## src/rtl/octal_pkg.sv

```systemverilog
// Shared constants and FSM state type for the serial octal subtractor.
package octal_pkg;
    localparam int DIGIT_W = 3;
    localparam int RADIX   = 8;

    typedef enum logic [1:0] {
        IDLE,
        SUB,
        FIX,
        DONE
    } state_t;
endpackage

```

## src/rtl/octal_digit_sub.sv

```systemverilog
// Single radix-8 digit subtractor: diff = (x - y - bi) mod 8, bo = (x - y - bi < 0).
module octal_digit_sub
    import octal_pkg::*;
(
    input  logic [DIGIT_W-1:0] x,
    input  logic [DIGIT_W-1:0] y,
    input  logic               bi,
    output logic [DIGIT_W-1:0] diff,
    output logic               bo
);
    logic [DIGIT_W:0] w_t;

    // Range is -8..7, so the extra bit doubles as the borrow.
    assign w_t  = {1'b0, x} - {1'b0, y} - {{DIGIT_W{1'b0}}, bi};
    assign diff = w_t[DIGIT_W-1:0];
    assign bo   = w_t[DIGIT_W];
endmodule

```

## src/rtl/octal_serial_sub.sv

```systemverilog
// Digit-serial octal subtractor, LSD first; define OCTAL_SUB_ABS_EN to add a
// FIX pass that turns a negative wrapped result into its magnitude.
module octal_serial_sub
    import octal_pkg::*;
#(
    parameter int DIGITS = 4
) (
    input  logic                    clk,
    input  logic                    rst_n,
    input  logic                    start,
    input  logic [3*DIGITS-1:0]     a,
    input  logic [3*DIGITS-1:0]     b,
    input  logic                    bin,
    output logic                    busy,
    output logic                    done,
    output logic [3*DIGITS-1:0]     d,
    output logic                    bout,
    output logic                    neg
);
    localparam int W  = DIGIT_W * DIGITS;
    localparam int IW = (DIGITS > 1) ? $clog2(DIGITS) : 1;

    state_t               r_state;
    logic [W-1:0]         r_a;
    logic [W-1:0]         r_b;
    logic [W-1:0]         r_d;
    logic [IW-1:0]        r_idx;
    logic                 r_br;
    logic                 r_bout;
    logic                 r_neg;
    logic                 r_done;

    logic [DIGIT_W-1:0]   w_x;
    logic [DIGIT_W-1:0]   w_y;
    logic [DIGIT_W-1:0]   w_diff;
    logic                 w_bo;
    logic                 w_last;

    assign w_last = (r_idx == IW'(DIGITS - 1));

`ifdef OCTAL_SUB_ABS_EN
    // FIX negates the stored result digit by digit: 0 - d.
    assign w_x = (r_state == FIX) ? '0 : r_a[r_idx*DIGIT_W +: DIGIT_W];
    assign w_y = (r_state == FIX) ? r_d[r_idx*DIGIT_W +: DIGIT_W]
                                  : r_b[r_idx*DIGIT_W +: DIGIT_W];
`else
    assign w_x = r_a[r_idx*DIGIT_W +: DIGIT_W];
    assign w_y = r_b[r_idx*DIGIT_W +: DIGIT_W];
`endif

    octal_digit_sub u_digit (
        .x    (w_x),
        .y    (w_y),
        .bi   (r_br),
        .diff (w_diff),
        .bo   (w_bo)
    );

    always_ff @(posedge clk or negedge rst_n) begin
        if (!rst_n) begin
            r_state <= IDLE;
            r_a     <= '0;
            r_b     <= '0;
            r_d     <= '0;
            r_idx   <= '0;
            r_br    <= 1'b0;
            r_bout  <= 1'b0;
            r_neg   <= 1'b0;
            r_done  <= 1'b0;
        end else begin
            r_done <= 1'b0;
            case (r_state)
                IDLE: begin
                    if (start) begin
                        r_a     <= a;
                        r_b     <= b;
                        r_br    <= bin;
                        r_idx   <= '0;
                        r_state <= SUB;
                    end
                end
                SUB: begin
                    r_d[r_idx*DIGIT_W +: DIGIT_W] <= w_diff;
                    r_br <= w_bo;
                    if (w_last) begin
                        r_bout <= w_bo;
                        r_neg  <= w_bo;
                        r_idx  <= '0;
                        r_br   <= 1'b0;
`ifdef OCTAL_SUB_ABS_EN
                        r_state <= w_bo ? FIX : DONE;
`else
                        r_state <= DONE;
`endif
                    end else begin
                        r_idx <= r_idx + 1'b1;
                    end
                end
`ifdef OCTAL_SUB_ABS_EN
                FIX: begin
                    r_d[r_idx*DIGIT_W +: DIGIT_W] <= w_diff;
                    r_br <= w_bo;
                    if (w_last) begin
                        r_idx   <= '0;
                        r_state <= DONE;
                    end else begin
                        r_idx <= r_idx + 1'b1;
                    end
                end
`endif
                DONE: begin
                    r_done  <= 1'b1;
                    r_state <= IDLE;
                end
                default: r_state <= IDLE;
            endcase
        end
    end

    assign busy = (r_state != IDLE);
    assign done = r_done;
    assign d    = r_d;
    assign bout = r_bout;
    assign neg  = r_neg;
endmodule

```

## config.mk

```make
export PLATFORM = sky130hd
export DESIGN_NAME = octal_serial_sub
export DESIGN_NICKNAME = d
export VERILOG_FILES = /design/src/rtl/octal_pkg.sv /design/src/rtl/octal_digit_sub.sv /design/src/rtl/octal_serial_sub.sv
export SDC_FILE = /design/constraint.sdc
export NUM_CORES = 1
export LEC_CHECK = 0
export CORE_MARGIN = 2
export CORE_UTILIZATION = 35
export CTS_CLUSTER_DIAMETER = 40
export DETAILED_ROUTE_END_ITERATION = 6
export SLEW_MARGIN = 20
export SYNTH_ARGS = -nofsm -noshare
export SYNTH_HDL_FRONTEND = slang
export SYNTH_SLANG_ARGS = --single-unit
```

## constraint.sdc

```tcl
create_clock -name clk -period 3.5 [get_ports clk]
set_input_delay 1.05 -clock clk [delete_from_list [all_inputs] [get_ports clk]]
set_output_delay 1.05 -clock clk [all_outputs]
set_load 0.05 [all_outputs]
```

Word level (Yosys, flattened, before mapping) --
Cells that the tools add are included.
Operators by class: add/sub/neg operators 4, $mul 1, equality and inequality tests 5, shift-type cells 4, muxes and demuxes 11, reduce and logical (&&, ||, !) cells 7
Operator list (number):
- $neg 4->34 | 1
- $shift 3x34->12 const A | 1
- $shiftx 3x34->12 | 1
- $shiftx 12x5->3 | 2
- $bwmux 12 | 1
- $mux 2 | 4
- $pmux 2 s2 | 2
- $reduce_and 2->1 | 4
- $eq 2x2->1 const B | 2
- $mul 2x2->4 const B | 1
- $ne 2x2->1 const B | 2
- $reduce_bool 2->1 | 2
- $sub 3x3->4 | 1
- $sub 4x1->4 | 1
- $mux 1 | 3
- $add 2x1->2 const B | 1
- $eq 2x1->1 const B | 1
- $logic_not 2->1 | 1
- $pmux 1 s2 | 1
Storage, ports and cells: register bits after elaboration 43, input bits 28, output and inout port bits 16, logic and storage cells 40

Depth between registers and ports, before layout --
Gate-level depths: netlist (run 1).
word-level depth 6, mapped depth 10, mapped depth without buffers 9

By module --
From an unflattened synthesis (run 1), not the netlist that was laid out.
Second synthesis, totals: cell total of the unflattened synthesis 152, area total of the unflattened synthesis 2143.3 µm²
By module, submodules not included:
- octal_serial_sub | times used 1, cells each 136, area an instance 2019.4 µm², seq. area each 1076.0 µm²
- octal_digit_sub | times used 1, cells each 16, area an instance 123.9 µm², seq. area each 0.0 µm²

Worst setup path after synthesis (run 1) --
OpenSTA, ideal clock, no wires.
path kind reg2reg, from register r_idx[0], to register r_d[2] (netlist: d[2]), arrival 2847 ps, data required time 3417 ps, slack 571 ps, stages on the path, launching flop included 8, path buffers 1, period minus slack after synthesis 2929 ps, cell sequence dfrtp_1 > buf_2 > mux4_2 > fa_1 > fa_1 > xor2_1 > or4b_1 > o21ai_0
On the way: longest elaborated chain between the ends 6
RTL lines:
- start, declared | RTL line octal_serial_sub.sv:27 | logic [IW-1:0] r_idx;
- start signal, assigned | RTL line octal_serial_sub.sv:96 | r_idx <= r_idx + 1'b1;
- $mul 2x2->4 * | RTL line octal_serial_sub.sv:47, octal_serial_sub.sv:48, octal_serial_sub.sv:83
- $shiftx 12x5->3 (on tied branches) | RTL line octal_serial_sub.sv:47, octal_serial_sub.sv:48
- $sub 3x3->4 | RTL line octal_digit_sub.sv:14 | assign w_t = {1'b0, x} - {1'b0, y} - {{DIGIT_W{1'b0}}, bi};
- $sub 4x1->4 | RTL line octal_digit_sub.sv:14
- $shiftx 3x34->12 | RTL line octal_serial_sub.sv:83 | r_d[r_idx*DIGIT_W +: DIGIT_W] <= w_diff;
- $bwmux 12 * | RTL line octal_serial_sub.sv:83
- end signal, assigned by index | RTL line octal_serial_sub.sv:83
- end, declared | RTL line octal_serial_sub.sv:26 | logic [W-1:0] r_d;
Every way passes the cells marked *; elsewhere a longest branch is shown, timed or not. A chain may end at the register's enable or synchronous reset.

Final worst setup path (run 1) --
Ends and elaborated chain as after synthesis.

==> results_dict.tcl, run 1 <==
set metrics [dict create \
    synth_most_common_cell "dfrtp_1" \
    dp_hpwl_mm 2.84 \
    ioPinCount 44 \
    die_width_um 80.8 \
    clk_pin_slew_ns 0.08 \
    diodes 0 \
    synth_edf_count 0 \
    grt_pass1_wl_mm 6.54 \
    synth_flop_cell "dfrtp_1" \
    p_sw_mw 1.22 \
    groute.layer.met1.usage 0.171 \
    clkSinkCount 43 \
    placed_area_um2 2550 \
    ys_warn_count 0 \
    grtUsageMet3 0.0378 \
    gp_congestion 0.752 \
    core.rowCount 27 \
    hp-class "reg2reg" \
    regArea_um2 1080 \
    synth_top_area_cell "dfrtp_1" \
    swShare 0.436 \
    finalNetCount 245 \
    core_area_um2 5610 \
    fin_crit_ns 2.92 \
    drive_above_1_share 0.237 \
    ys_seq_area_frac 0.522 \
    rsz0062_at_grt "false" \
    utilization 0.472 \
    routedWlPerCell_um 13.8 \
    final_cell_area_um2 2650 \
    cts_tree "done" \
    wl_mm 3.85 \
    worstPathMaxFanout 7 \
    top_usage_layer "met2" \
    finalHoldViolCount 0 \
    setup_violations 0 \
    clk_path_buf_depth 2 \
    cap_viol_max_count 0 \
    grt.total_usage 0.130 \
    p_clk_frac 0.113 \
    p_leak_nw 1.13 \
    cts_buffers 5 \
    clk_latency_ns 0.29 \
    synth_cell_types 34 \
    htreeDepth 2 \
    synthArstFlopShare 1.00 \
    slew_violations 0 \
    syn-instance-count 161 \
    post_cts_buffers 0 \
    use_met2 0.211 \
    ys_ff_latch 43 \
    grt-ovfl-total 0 \
    worstSetupStartpointType "flip-flop" \
    status "finished clean" \
    ir_drop_mv 0.402 \
    syn_avg_cell_area_um2 12.8 \
    holdBufCountCts 0 \
    post_cts_resized 0 \
    port_buffers 43 \
    endpoint_kind "flip-flop" \
    pre_cts_ws_ns 0.585 \
    maxSlewHeadroom 0.639 \
    post-route-period-util 0.834 \
    vias_per_cell 4.84 \
    synth_area_leaders "dfrtp_1 (52%), mux2_2 (13%), mux4_2 (5.5%), ha_1 (4.9%), nand2_1 (4.0%)" \
    vias 1349 \
    setup_slack_ns 0.581 \
    die_height_um 80.8 \
    grt_max_degree 44 \
    start_util 0.368 \
    areaGrowthSynthToFinish_pct 28.2 \
    tns_ns 0 \
    synth_top_cell_area_share 0.522 \
    hold_slack_ns 0.478 \
    worstSetupPathType "reg2reg" \
    tightest_slew_ns 0.542 \
    synth_area_um2 2060 \
    grt_pass1_vias 1402 \
    antenna_found_initial 0 \
    root_buffer "clkbuf_8" \
    synth_fp_nets 199 \
    multi_input_area_um2 907 \
    p_per_area_nw_per_um2 1050 \
    max_freq_mhz 343 \
    die_area_um2 6530 \
    ant_nets 0 \
    seq_power_share 0.317 \
    ys_top_cells_by_count "dfrtp_1 (43), mux2_2 (24), nand2_1 (22)" \
    p_comb_frac 0.571 \
    cp_data_required_time_ns 3.71 \
    route.detailed.drc 0 \
    power.internal_mw 1.57 \
    clock_skew_ns 0.00604 \
    dr.pass1.iters 4 \
    worst-endpoint-arrival_ns 3.13 \
    fill_cells 534 \
    dr.first_iter.drc_count 41 \
]
-- flip-flops by register name, indices dropped and copies added, names as in the netlist --
| signal | cells |
|---|---|
| d | 12 |
| neg | 1 |
| r_idx | 2 |
| done | 1 |
| r_state | 2 |
| r_br | 1 |
| r_a | 12 |
| r_b | 12 |
-- power groups by stage --
stage                     Combinational, mW  Clock (mW)  Sequential [mW]
after floorplan                        1.03           0             1.03
after global placement                 1.58           0            0.895
after detailed placement               1.60           0            0.901
after CTS                              1.61       0.327            0.889
after global routing                   1.74       0.350            0.917
final                                  1.59       0.315            0.883
-- kinds of logic (layout without fill, tap and decap cells) --
group / after synthesis / in the layout / synth area share
flip-flops: 43 / 43 / 0.522
AND/OR/NAND/NOR: 38 / 38 / 0.0964
multiplexers: 30 / 30 / 0.198
AO/OA/AOI/OAI: 21 / 21 / 0.0685
buffers and inverters: 17 / 63 / 0.0388
adder cells (fa/ha/maj): 10 / 10 / 0.0679
XOR/XNOR: 2 / 2 / 0.00849
-- worst paths after layout --
check                                startpoint            endpoint  slack, ns  cells after the start
max                        r_idx[0]$_DFFE_PN0P_    d[2]$_DFFE_PN0P_       0.58                      6
min                            d[0]$_DFFE_PN0P_    d[0]$_DFFE_PN0P_       0.48                      2
max reg2reg                r_idx[0]$_DFFE_PN0P_    d[2]$_DFFE_PN0P_       0.58                      6
min reg2reg                    d[0]$_DFFE_PN0P_    d[0]$_DFFE_PN0P_       0.48                      2
max in group asynchronous                 rst_n  r_a[4]$_DFFE_PN0P_       2.38                      1
min in group asynchronous                 rst_n      done$_DFF_PN0_       0.74                      1
-- layer usage --
metal	part of all wire	vias to the layer above
met2	0.49	37
met5	0	-
li1	-	655
met3	0.046	2
met4	0.0021	0
met1	0.46	655
-- worst max-delay path, cell delays in order (launching register included) --
cell	delay [ns]
dfrtp_1	0.59
mux4_2	0.57
fa_1	0.45
fa_1	0.43
xor2_1	0.20
or4b_1	0.47
o21ai_0	0.14
-- stage by stage --
step	power, mW	std cells
CTS	2.83	279
finish	2.79	279
global placement	2.47	272
detailed placement	2.50	272
global route	3.00	279
floorplan	2.05	161
-- final cells by class --
type,count,area share
inverters,11,0.0156
multi-input cells,101,0.343
clock inverters,1,0.00189
repair buffers,45,0.167
flip-flops and latches,43,0.407
clock buffers,6,0.0312
well taps,72,0.0341
-- layout by cell type (no fill, tap or decap), types with 3 or more instances in the layout --
cell type / count
clkbuf_8: 6
buf_4: 3
dfrtp_1: 43
nand2_1: 22
mux4_2: 5
ha_1: 8
clkdlybuf4s50_1: 42
inv_1: 11
nand2b_1: 3
mux2_2: 24
o41ai_1: 3
o21ai_0: 9
Power figures use the tool's default switching activity.
==> run 2: changes to the inputs <==
==> constraint.sdc (replaced) <==
create_clock -name clk -period 2.8 [get_ports clk]
set_input_delay 0.84 -clock clk [delete_from_list [all_inputs] [get_ports clk]]
set_output_delay 0.84 -clock clk [all_outputs]
set_load 0.05 [all_outputs]
==> run 2 against run 1 <==
Against the previous run:
- worst hold slack lost 0.018 ns
- power increased by 34%
- utilization is 1.5 points higher
- sequential share of layout area decreased by 1.2 points
- critical path type unchanged
- largest power group unchanged
==> results_dict.tcl, run 2 (synthesis results as in run 1) <==
set metrics [dict create \
    status "finished clean" \
    dr.pass1.iters 4 \
    post_cts_resized 0 \
    finalHoldViolCount 0 \
    areaGrowthSynthToFinish_pct 32.2 \
    dp_cells 274 \
    max_stage_delay_ns 0.47 \
    hp-class "in2async" \
    finalNetCount 248 \
    dr.first_iter.drc_count 38 \
    tightest_slew_ns 0.503 \
    fin_crit_ns 2.69 \
    ir_drop_mv 0.499 \
    worst-endpoint-arrival_ns 2.92 \
    drive_above_1_share 0.256 \
    grt.total_usage 0.140 \
    worstSetupPathType "reg2reg" \
    path_buf_inv 2 \
    grt_pass1_wl_mm 6.96 \
    cts_buffers 5 \
    wl_mm 4.06 \
    crit_path_top_delay_cell "or4b_1" \
    fin_cells 283 \
    utilization 0.486 \
    port_buffers 43 \
    grt_pass1_vias 1411 \
    tns_ns 0 \
    route.detailed.drc 0 \
    worstSetupStartpointType "flip-flop" \
    clock_skew_ns 0.0102 \
    die_height_um 80.8 \
    slew_violations 0 \
    ioPinCount 44 \
    start_util 0.368 \
    clk_path_buf_depth 2 \
    crit_path_frequent_cell "fa_1" \
    finalPower_mw 3.73 \
    die_area_um2 6530 \
    top_usage_layer "met2" \
    endpoint_kind "flip-flop" \
    root_buffer "clkbuf_8" \
    ant_nets 0 \
    r2r_slack_ns 0.11 \
    fill_cells 546 \
    worstPathMaxFanout 15 \
    hold_slack_ns 0.460 \
    clk_latency_ns 0.30 \
    gp_congestion 0.782 \
    post_cts_buffers 0 \
    core_area_um2 5610 \
    dp_hpwl_mm 3.07 \
    path_delay_family "adder cells" \
    cts_tree "done" \
    grt-ovfl-total 0 \
    p_per_area_nw_per_um2 1370 \
    placed_area_um2 2580 \
    clk_pin_slew_ns 0.09 \
    routedWlPerCell_um 14.3 \
    cp_data_required_time_ns 3.03 \
    layout_common_cells "dfrtp_1 (42), clkdlybuf4s50_1 (42), mux2_2 (24)" \
    cap_viol_max_count 0 \
    final_cell_area_um2 2730 \
    clkSinkCount 43 \
    grt_max_degree 26 \
    post-route-period-util 0.961 \
    holdBufCountCts 0 \
    vias_per_cell 4.90 \
    grtUsageMet3 0.0422 \
    htreeDepth 2 \
    core.rowCount 27 \
    antenna_found_initial 0 \
    diodes 0 \
    p_leak_nw 1.17 \
    vias 1388 \
    setup_violations 0 \
    crit_chain "buf_12 > mux4_2 > inv_1 > fa_1 > fa_1 > xor2_1 > or4b_1 > o21ai_0" \
    setup_slack_ns 0.109 \
    pre_cts_ws_ns 0.105 \
    groute.layer.met1.usage 0.178 \
    maxSlewHeadroom 0.664 \
    use_met2 0.235 \
    die_width_um 80.8 \
    max_freq_mhz 372 \
]
==> run 2: cell types whose count changed in the layout (fill, tap and decap cells not counted), sizes merged <==
cell	delta
clkbuf	-1
bufinv	+2
buf	+3
clkinv	-1
clkinvlp	+1
==> run 2: cell type report <==
class                      count  area (um^2)  share of cell area
clock buffer                   5         68.8              0.0252
clock inverter                 3         67.6              0.0248
inverter                      11         41.3              0.0151
multi-input combinational    101          907               0.333
sequential                    43         1080               0.395
tap                           72         90.1              0.0330
timing repair buffer          48          475               0.174
==> run 2: final timing paths <==
check	startpoint	to	depth (start not counted)
worst min register to register	d[0]$_DFFE_PN0P_	d[0]$_DFFE_PN0P_	2
worst min-delay path	rst_n	d[1]$_DFFE_PN0P_	1
worst max-delay path	r_idx[0]$_DFFE_PN0P_	d[2]$_DFFE_PN0P_	8
max in group asynchronous	rst_n	r_b[10]$_DFFE_PN0P_	2
min in group clk	d[0]$_DFFE_PN0P_	d[0]$_DFFE_PN0P_	2
worst max register to register	r_idx[0]$_DFFE_PN0P_	d[2]$_DFFE_PN0P_	8
==> run 2: power breakdown <==
group	total, mW	internal (mW)	switching (mW)
registers	1.09	0.906	0.182
clock network	0.582	0.356	0.226
logic	2.06	0.905	1.15
==> run 2: metal layers <==
layer / part of all wire / routed length [um]
met3: 0.054 / 221
met1: 0.45 / 1820
met4: 0.014 / 56
met2: 0.48 / 1960
met5: 0 / 0
